<file path="src/rtl/ad9361_multi_axis_pack.sv">
// AD9361 multi-channel I/Q packer: masks, reduces precision and queues packed words behind an AXI-stream master.
// Optional build macro AD9361_PACK_ROUND_EN selects round-half-up with positive saturation instead of truncation.
module ad9361_multi_axis_pack #(
    parameter int NUM_CHANNELS      = 4,
    parameter int PRECISION         = 12,
    parameter int REVERSE_DATA      = 0,
    parameter int AXIS_BURST_LENGTH = 512,
    parameter int FIFO_DEPTH        = 32
) (
    input  logic                                clk,
    input  logic                                rst,
    input  logic [NUM_CHANNELS-1:0]             ch_enable,
    input  logic [NUM_CHANNELS-1:0]             valid,
    input  logic [12*NUM_CHANNELS-1:0]          data_i,
    input  logic [12*NUM_CHANNELS-1:0]          data_q,
    output logic                                m_axis_tvalid,
    input  logic                                m_axis_tready,
    output logic [2*PRECISION*NUM_CHANNELS-1:0] m_axis_tdata,
    output logic                                m_axis_tlast,
    output logic                                overflow,
    output logic [15:0]                         drop_count
);

    localparam int W  = 2 * PRECISION * NUM_CHANNELS;
    localparam int AW = $clog2(FIFO_DEPTH);
    localparam int SH = 12 - PRECISION;
    localparam int CW = (AXIS_BURST_LENGTH > 1) ? $clog2(AXIS_BURST_LENGTH) : 1;
    localparam logic [CW-1:0] LAST_CNT = CW'((AXIS_BURST_LENGTH > 0) ? AXIS_BURST_LENGTH - 1 : 0);
    localparam logic TLAST_EN = (AXIS_BURST_LENGTH > 0);

`ifdef AD9361_PACK_ROUND_EN
    localparam logic signed [12:0] RND  = 13'(2048 >> PRECISION);
    localparam logic signed [12:0] MAXV = 13'((1 << (PRECISION - 1)) - 1);
`endif

    function automatic logic [PRECISION-1:0] reduce(input logic signed [11:0] x);
        logic signed [12:0] v;
        v = {x[11], x};
`ifdef AD9361_PACK_ROUND_EN
        v = (v + RND) >>> SH;
        if (v > MAXV) v = MAXV;
`else
        v = v >>> SH;
`endif
        return PRECISION'(v);
    endfunction

    function automatic int lane_pos(input int k);
        return (REVERSE_DATA != 0) ? (2 * NUM_CHANNELS - 1 - k) : k;
    endfunction

    logic [NUM_CHANNELS-1:0] active_mask;
    logic [CW-1:0]           burst_cnt;
    logic [W-1:0]            lanes;
    logic                    hit;
    logic                    mask_load;
    logic [W-1:0]            cap_data_p0;
    logic                    cap_vld_p0;
    logic [W:0]              fifo_mem [FIFO_DEPTH];
    logic [AW:0]             wr_ptr;
    logic [AW:0]             rd_ptr;
    logic [AW:0]             mem_count;
    logic [AW+1:0]           occupancy;
    logic                    full;
    logic                    out_fire;
    logic                    wr_ok;
    logic                    wr_last;
    logic                    drop;
    logic                    load_out;

    always_comb begin
        lanes = '0;
        for (int c = 0; c < NUM_CHANNELS; c++) begin
            if (active_mask[c]) begin
                lanes[lane_pos(2*c)   * PRECISION +: PRECISION] = reduce(data_i[12*c +: 12]);
                lanes[lane_pos(2*c+1) * PRECISION +: PRECISION] = reduce(data_q[12*c +: 12]);
            end
        end
    end

    assign hit       = |(valid & active_mask);
    assign mask_load = !TLAST_EN || (burst_cnt == '0);

    // Stage p0: capture register
    always_ff @(posedge clk or posedge rst) begin
        if (rst) begin
            cap_vld_p0  <= 1'b0;
            cap_data_p0 <= '0;
        end else begin
            cap_vld_p0 <= hit;
            if (hit) cap_data_p0 <= lanes;
        end
    end

    // Occupancy includes the output register so FIFO_DEPTH is the true capacity
    assign mem_count = wr_ptr - rd_ptr;
    assign occupancy = {1'b0, mem_count} + {{(AW+1){1'b0}}, m_axis_tvalid};
    assign full      = (occupancy == (AW+2)'(FIFO_DEPTH));
    assign out_fire  = m_axis_tvalid & m_axis_tready;
    assign wr_ok     = cap_vld_p0 & (!full | out_fire);
    assign drop      = cap_vld_p0 & !wr_ok;
    assign wr_last   = TLAST_EN && (burst_cnt == LAST_CNT);
    assign load_out  = (mem_count != '0) & (!m_axis_tvalid | m_axis_tready);

    // Stage p1: FIFO write, burst framing, drop accounting
    always_ff @(posedge clk) begin
        if (wr_ok) fifo_mem[wr_ptr[AW-1:0]] <= {wr_last, cap_data_p0};
    end

    always_ff @(posedge clk or posedge rst) begin
        if (rst) begin
            active_mask <= '0;
            burst_cnt   <= '0;
            wr_ptr      <= '0;
            overflow    <= 1'b0;
            drop_count  <= 16'd0;
        end else begin
            if (mask_load) active_mask <= ch_enable;
            overflow <= drop;
            if (drop && drop_count != 16'hFFFF) drop_count <= drop_count + 16'd1;
            if (wr_ok) begin
                wr_ptr <= wr_ptr + 1'b1;
                if (TLAST_EN) burst_cnt <= wr_last ? '0 : burst_cnt + 1'b1;
            end
        end
    end

    // Stage p2: registered AXI-stream output
    always_ff @(posedge clk or posedge rst) begin
        if (rst) begin
            rd_ptr        <= '0;
            m_axis_tvalid <= 1'b0;
            m_axis_tdata  <= '0;
            m_axis_tlast  <= 1'b0;
        end else if (load_out) begin
            rd_ptr                       <= rd_ptr + 1'b1;
            m_axis_tvalid                <= 1'b1;
            {m_axis_tlast, m_axis_tdata} <= fifo_mem[rd_ptr[AW-1:0]];
        end else if (out_fire) begin
            m_axis_tvalid <= 1'b0;
        end
    end

endmodule

</file>
<file path="config.mk">
export PLATFORM = sky130hd
export DESIGN_NAME = ad9361_multi_axis_pack
export DESIGN_NICKNAME = d
export VERILOG_FILES = /design/src/rtl/ad9361_multi_axis_pack.sv
export SDC_FILE = /design/constraint.sdc
export NUM_CORES = 2
export LEC_CHECK = 0
export CORE_UTILIZATION = 62
export DETAILED_ROUTE_END_ITERATION = 12
export PLACE_DENSITY = 0.79
export SLEW_MARGIN = 20
export SYNTH_ARGS = -nofsm -noshare
export SYNTH_HDL_FRONTEND = slang
export SYNTH_SLANG_ARGS = --single-unit
</file>
<file path="constraint.sdc">
create_clock -name clk -period 9.6 [get_ports clk]
set_input_delay 0.96 -clock clk [delete_from_list [all_inputs] [get_ports clk]]
set_output_delay 0.96 -clock clk [all_outputs]
set_load 0.005 [all_outputs]
</file>
# Word level (Yosys, flattened, before mapping)
# Memory sizes are Yosys's and may differ from the RTL's. A register that Yosys moved wholly into a read port is not among the register bits.
# Index checks and enable logic that the tools add are counted.
# word_totals
regBits	140
ram_bits	3104
input_bits	107
out_inout_bits	115
wordCells	43
n_memories	1
# mem_list
name	words	word_bits	rd	rd_clocked_by_memory_dff	write_ports	line_no	source
fifo_mem	32	97	1	1	1	59	logic [W:0] fifo_mem [FIFO_DEPTH];
# op_classes
addsub	6
eq_ne	3
mux	9
n_bitwise	7
reduce_logical	8
# op_table
op	n
$mux 24	4
$add 16x1->16 const B	1
$ne 16x16->1 const B	1
$add 6x1->6 const B	2
$add 9x1->9 const B	1
$eq 9x9->1 const B	1
$logic_not 9->1	1
$mux 9	1
$add 6x1->7	1
$eq 7x6->1 const B	1
$reduce_bool 6->1	1
$sub 6x6->6	1
$and 1x1->1	4
$and 4x4->4	1
$mux 1	4
$reduce_or 4->1	1
$logic_not 1->1	3
$or 1x1->1	2
$reduce_bool 2->1	1
$logic_and 1x1->1	1

# Logic depth before layout (Yosys ltp)
# depth
word_depth	9
mapped_depth	16
mapped_depth_nobuf	12

# Worst setup path before layout
# Ideal clock, no wire load.
# synth_timing
path_type	register -> register
from	reg rd_ptr[2]
to	mem fifo_mem[10][0] in the netlist's numbering (enable)
setup_ps	467
t_arrival_ps	5255
t_required_ps	9133
setup_slack_ps	3877
path_stages_with_launch	15
path_buffers	5
period_less_slack_ps	5723
path_cell_list	dfrtp_1 buf_2 buf_2 buf_1 clkinv_1 clkbuf_1 ha_1 a21o_1 a21oi_1 xnor2_1 a2111o_1 o21ai_2 a21oi_2 clkbuf_1 and3_1
# synth_between
elab_chain_len	8
# synth_rtl
item	line_no	source
start, declared	61	logic [AW:0] rd_ptr;
start signal, assigned	136	rd_ptr <= rd_ptr + 1'b1;
$sub 6x6->6	96	assign mem_count = wr_ptr - rd_ptr;
$add 6x1->7	97	assign occupancy = {1'b0, mem_count} + {{(AW+1){1'b0}}, m_axis_tvalid};
$eq 7x6->1	98	assign full = (occupancy == (AW+2)'(FIFO_DEPTH));
$logic_not 1->1	100	assign wr_ok = cap_vld_p0 & (!full | out_fire);
$or 1x1->1	100	
$and 1x1->1	100	
$mux 1	107	if (wr_ok) fifo_mem[wr_ptr[AW-1:0]] <= {wr_last, cap_data_p0};
$mux 1 (not written as such)	107	
end, declared	59	
# Every way passes these cells.

# Worst setup path in the final report
# layout_timing
from	reg rd_ptr[1]
to	mem fifo_mem[28][14] in the netlist's numbering (enable)
# Same word-level chain as after synthesis.

==> impl.org <==
** Global routing
- In the global route stage, overall resource usage came out at 0.350.
- Vias in the first global route :: 67,580
- Antenna violations before repair :: 15
- The first global-routing pass estimated 502,000 µm of wire.
- Total global routing overflow :: 0
- Largest net degree at the start of global routing :: 154

** Route
- Pre-Repair DR Iteration Count :: 7
- The detail route stage leaves a number of antenna-violating nets equal to 0.
- The detailed router finished its first iteration with 10,896 violations.
- Count of vias placed by the detailed router :: 65,954
- In the routed layout, each cell is associated on average with a via count of 7.29.
- In the routed design, unresolved DRC markers number 0.
- Post-DR wirelength/cell :: 39.4 µm
- Drt total wl :: 356,000 µm

** Yosys
- The Yosys step of the flow raised 0 warnings.
- For this run, the leading register cell type out of synthesis is edfxtp_1.
- The biggest area contributor in the post-synthesis netlist is edfxtp_1.
- A synthesized cell averages 22.0 µm².
- Flops & latches, synth :: 3,341
- Counting every net in the synthesized netlist gives 5,901.
- Fraction of the yosys area taken by sequential cells :: 0.780
- Yosys attributes the largest share of cell area to edfxtp_1 73%, mux4_2 16%, dfrtp_1 4.7%, nand2_1 1.6%, clkbuf_1 0.55%.
- Number of synthesized flops with an enable pin :: 3,104
- After synthesis the cells add up to 127,000 µm².
- Counting distinct cell types in the post-synthesis netlist gives 57.
- Of the post-synthesis cell area, the dominant cell type holds 0.733.
- Synthesized instance count :: 5,777
- In the synthesized netlist the async set-or-reset flop fraction comes to 0.0709.

** Critical path
- Max Fanout on Critical Path :: 51
- Critical Path Sink Type :: register
- The slowest stage of the critical path belongs to the cell and3_4.
- The worst setup path is of the reg -> reg kind.
- Peak per-stage delay on the critical path :: 1.05 ns
- Type of element launching the critical path :: register
- At the worst endpoint, the required time is 10.14 ns.
- Cell Chain, Critical Path :: inv_4, buf_4, fa_1, ha_1, nand3_1, o21a_1, a2111o_1, o21ai_2, a21oi_4, buf_4, and3_4, buf_4
- Crit path buffers/inverters :: 4
- Worst path top cell family by delay :: buffers and inverters
- Crit path DAT :: 7.13 ns
- Most used cell along the critical path :: buf_4

** Power
- The design draws 44,000 µW.
- Internal power :: 30,300 µW
- Of the total power, registers draw 0.429.
- Pleak :: 0.0468 µW
- Of the total power, the share spent switching nets is 0.311.
- The share of total power dissipated in the clock network is 0.295.
- Largest vdd supply drop :: 0.300 mV
- Net Switching :: 13,700 µW
- Comb power frac :: 0.275
- Power spread over the standard cell area amounts to 307 nW/µm².

** Clock network
- Worst skew pair latency :: 0.95 ns
- TritonCTS built the clock tree.
- H-tree levels :: 5
- The tree built by TritonCTS fans out to 3,341 sinks.
- Post-CTS timing repair inserted 0 buffers for setup.
- CTS Root Cell :: clkbuf_16
- Maximum clock insertion buffer count :: 4
- For this design, the CTS-stage hold fixing added 0 buffers.
- After clock tree synthesis, the clock-pin slew on the worst setup and hold paths is 0.06 ns.
- After clock tree synthesis, the repair step resized 0 gates.
- TritonCTS created 332 clock buffers.

** Floorplanning
- Floorplan die height :: 455 µm
- The region available for standard cell placement spans 203,000 µm².
- The die covers 207,000 µm².
- Placement Rows :: 165
- During I/O placement, the number of pins put on the boundary was 222.
- The initial utilization of the core area, before any placement, comes to 0.626.
- Die Wd :: 455 µm

** Timing
- Fin Setup TNS :: 0 ns
- The worst pin sits at a relative slew slack of 0.194.
- Final period demand of the worst path :: 6.59 ns
- Of the available clock period, the critical path in the final layout requires 0.687.
- For the pin with the worst max-slew slack, the measured transition is 1.21 ns.
- The final-report hold violation count was 0.
- Layout Skew :: 0.0430 ns
- # setup viols final :: 0
- Max-slew violations :: 0
- Maximum operating frequency :: 152 MHz
- Unrepaired setup endpoints after global routing :: false

** Layout
- Leaving out fill and tap cells, the most frequent cell in the layout is edfxtp_1.
- In the final layout, the share of cells above drive strength 1 is 0.251.
- Commonest cells after routing, fill and taps aside :: 3,104 x edfxtp_1, 911 x mux4_2, 549 x nand2_1, 340 x clkbuf_16, 221 x clkdlybuf4s50_1
- Compared with the post-synthesis result, the final layout area differs by 12.6%.
- Final layout net count :: 6,234

** Status
- The run finished with clean final reports.

** Job
- Reported max-cap violation count :: 0

** Place
- After legalization and detailed placement, the total HPWL measured 172,000 µm.
- The congestion estimate from routability-driven global placement came to 0.835.
- IO buf count :: 221

** Worst hold path
- Class of the most critical hold timing path :: reg -> reg
## Yosys cell counts (all sizes together), types with 3 or more instances
master	instances
edfxtp	3104
mux4	911
nand2	549
dfrtp	237
clkbuf	186
buf	144
nand3	106
nor2	106
and3	104
a21oi	74
a31oi	66
a311oi	35
a311o	24
xnor2	20
inv	17
ha	16
o21ai	11
nand4	10
xor2	8
mux2	6
nor3	6
nor3b	4
and2	3
nor4b	3
## state kept, by name (all words and copies together), names as in the netlist
signal         count
drop_count        16
rd_ptr             6
burst_cnt          9
m_axis_tlast       1
m_axis_tvalid      1
cap_data_p0       96
active_mask        4
wr_ptr             6
fifo_mem        3104
m_axis_tdata      96
cap_vld_p0         1
overflow           1
## through the flow
step	cell area [µm²]	setup WS (ns)	util	std cells	hold WS [ns]
after detailed placement	132000	3.41	0.653	8445	0.459
after CTS	143000	3.29	0.705	9035	0.484
after global placement	132000	3.47	0.653	8445	0.459
final	143000	3.01	0.705	9044	0.483
after floorplan	127000	2.14	-	5777	0.481
after global routing	143000	3.05	0.705	9039	0.508
## area by class of cell
class | count | area, µm²
clock inverter | 159 | 1500
multi-input combinational | 2087 | 26700
tap | 2672 | 3340
fill | 10831 | 59800
timing repair buffer | 329 | 3240
clock buffer | 431 | 9090
antenna | 6 | 15.0
inverter | 19 | 98.8
sequential | 3341 | 99200
## cells by family (layout without fill, tap and decap cells)
group                      count (synthesis)  in the layout  share of synthesized area
other                                      0              6                          0
and+or+nand+nor                          900            900                     0.0306
xor gates and xnor gates                  28             28                    0.00199
muxes                                    917            917                      0.162
AOI/OAI and AO/OA                        225            225                     0.0120
adders and majority gates                 17             17                    0.00173
buffers and inverters                    349            938                     0.0118
DFF                                     3341           3341                      0.780
## worst register-to-register path: stages, from the launching register on
cell and delay (ns):
dfrtp_4 0.77, inv_4 0.42, buf_4 0.85, fa_1 0.64, ha_1 0.26, nand3_1 0.13
o21a_1 0.18, a2111o_1 0.13, o21ai_2 0.10, a21oi_4 0.14, buf_4 0.45, and3_4 1.09
buf_4 1.00
## routing by layer
layer / wire, µm / vias up / global-route usage / share of wire
met2: 176000 / 5936 / 0.565 / 0.49
met3: 42900 / 1246 / 0.0712 / 0.12
met1: 115000 / 34132 / 0.455 / 0.32
li1: - / 24624 / - / -
met4: 22400 / 16 / 0.190 / 0.063
met5: 124 / - / 0 / 0.00035
## power by group through the flow
stage          clock [µW]  combinational, µW  sequential [µW]
3_5_place_dp            0              11600            19100
6_report            13000              12100            18900
2_1_floorplan           0               7960            18500
3_3_place_gp            0              11500            18900
4_1_cts             13000              12000            18900
5_1_grt             13500              12500            19000
## final timing paths
| path | from | endpoint | slack (ns) | cells after the start |
|---|---|---|---|---|
| min | cap_data_p0[38] | cap_data_p0[38] | 0.48 | 2 |
| max in group asynchronous | rst | cap_data_p0[14] | 7.46 | 3 |
| min in group asynchronous | rst | drop_count[5] | 0.52 | 2 |
| max reg2reg | rd_ptr[1] | fifo_mem[28][14] | 3.01 | 12 |
| max | rd_ptr[1] | fifo_mem[28][14] | 3.01 | 12 |
| min reg2reg | cap_data_p0[38] | cap_data_p0[38] | 0.48 | 2 |
(Power assumes the default switching activity.)
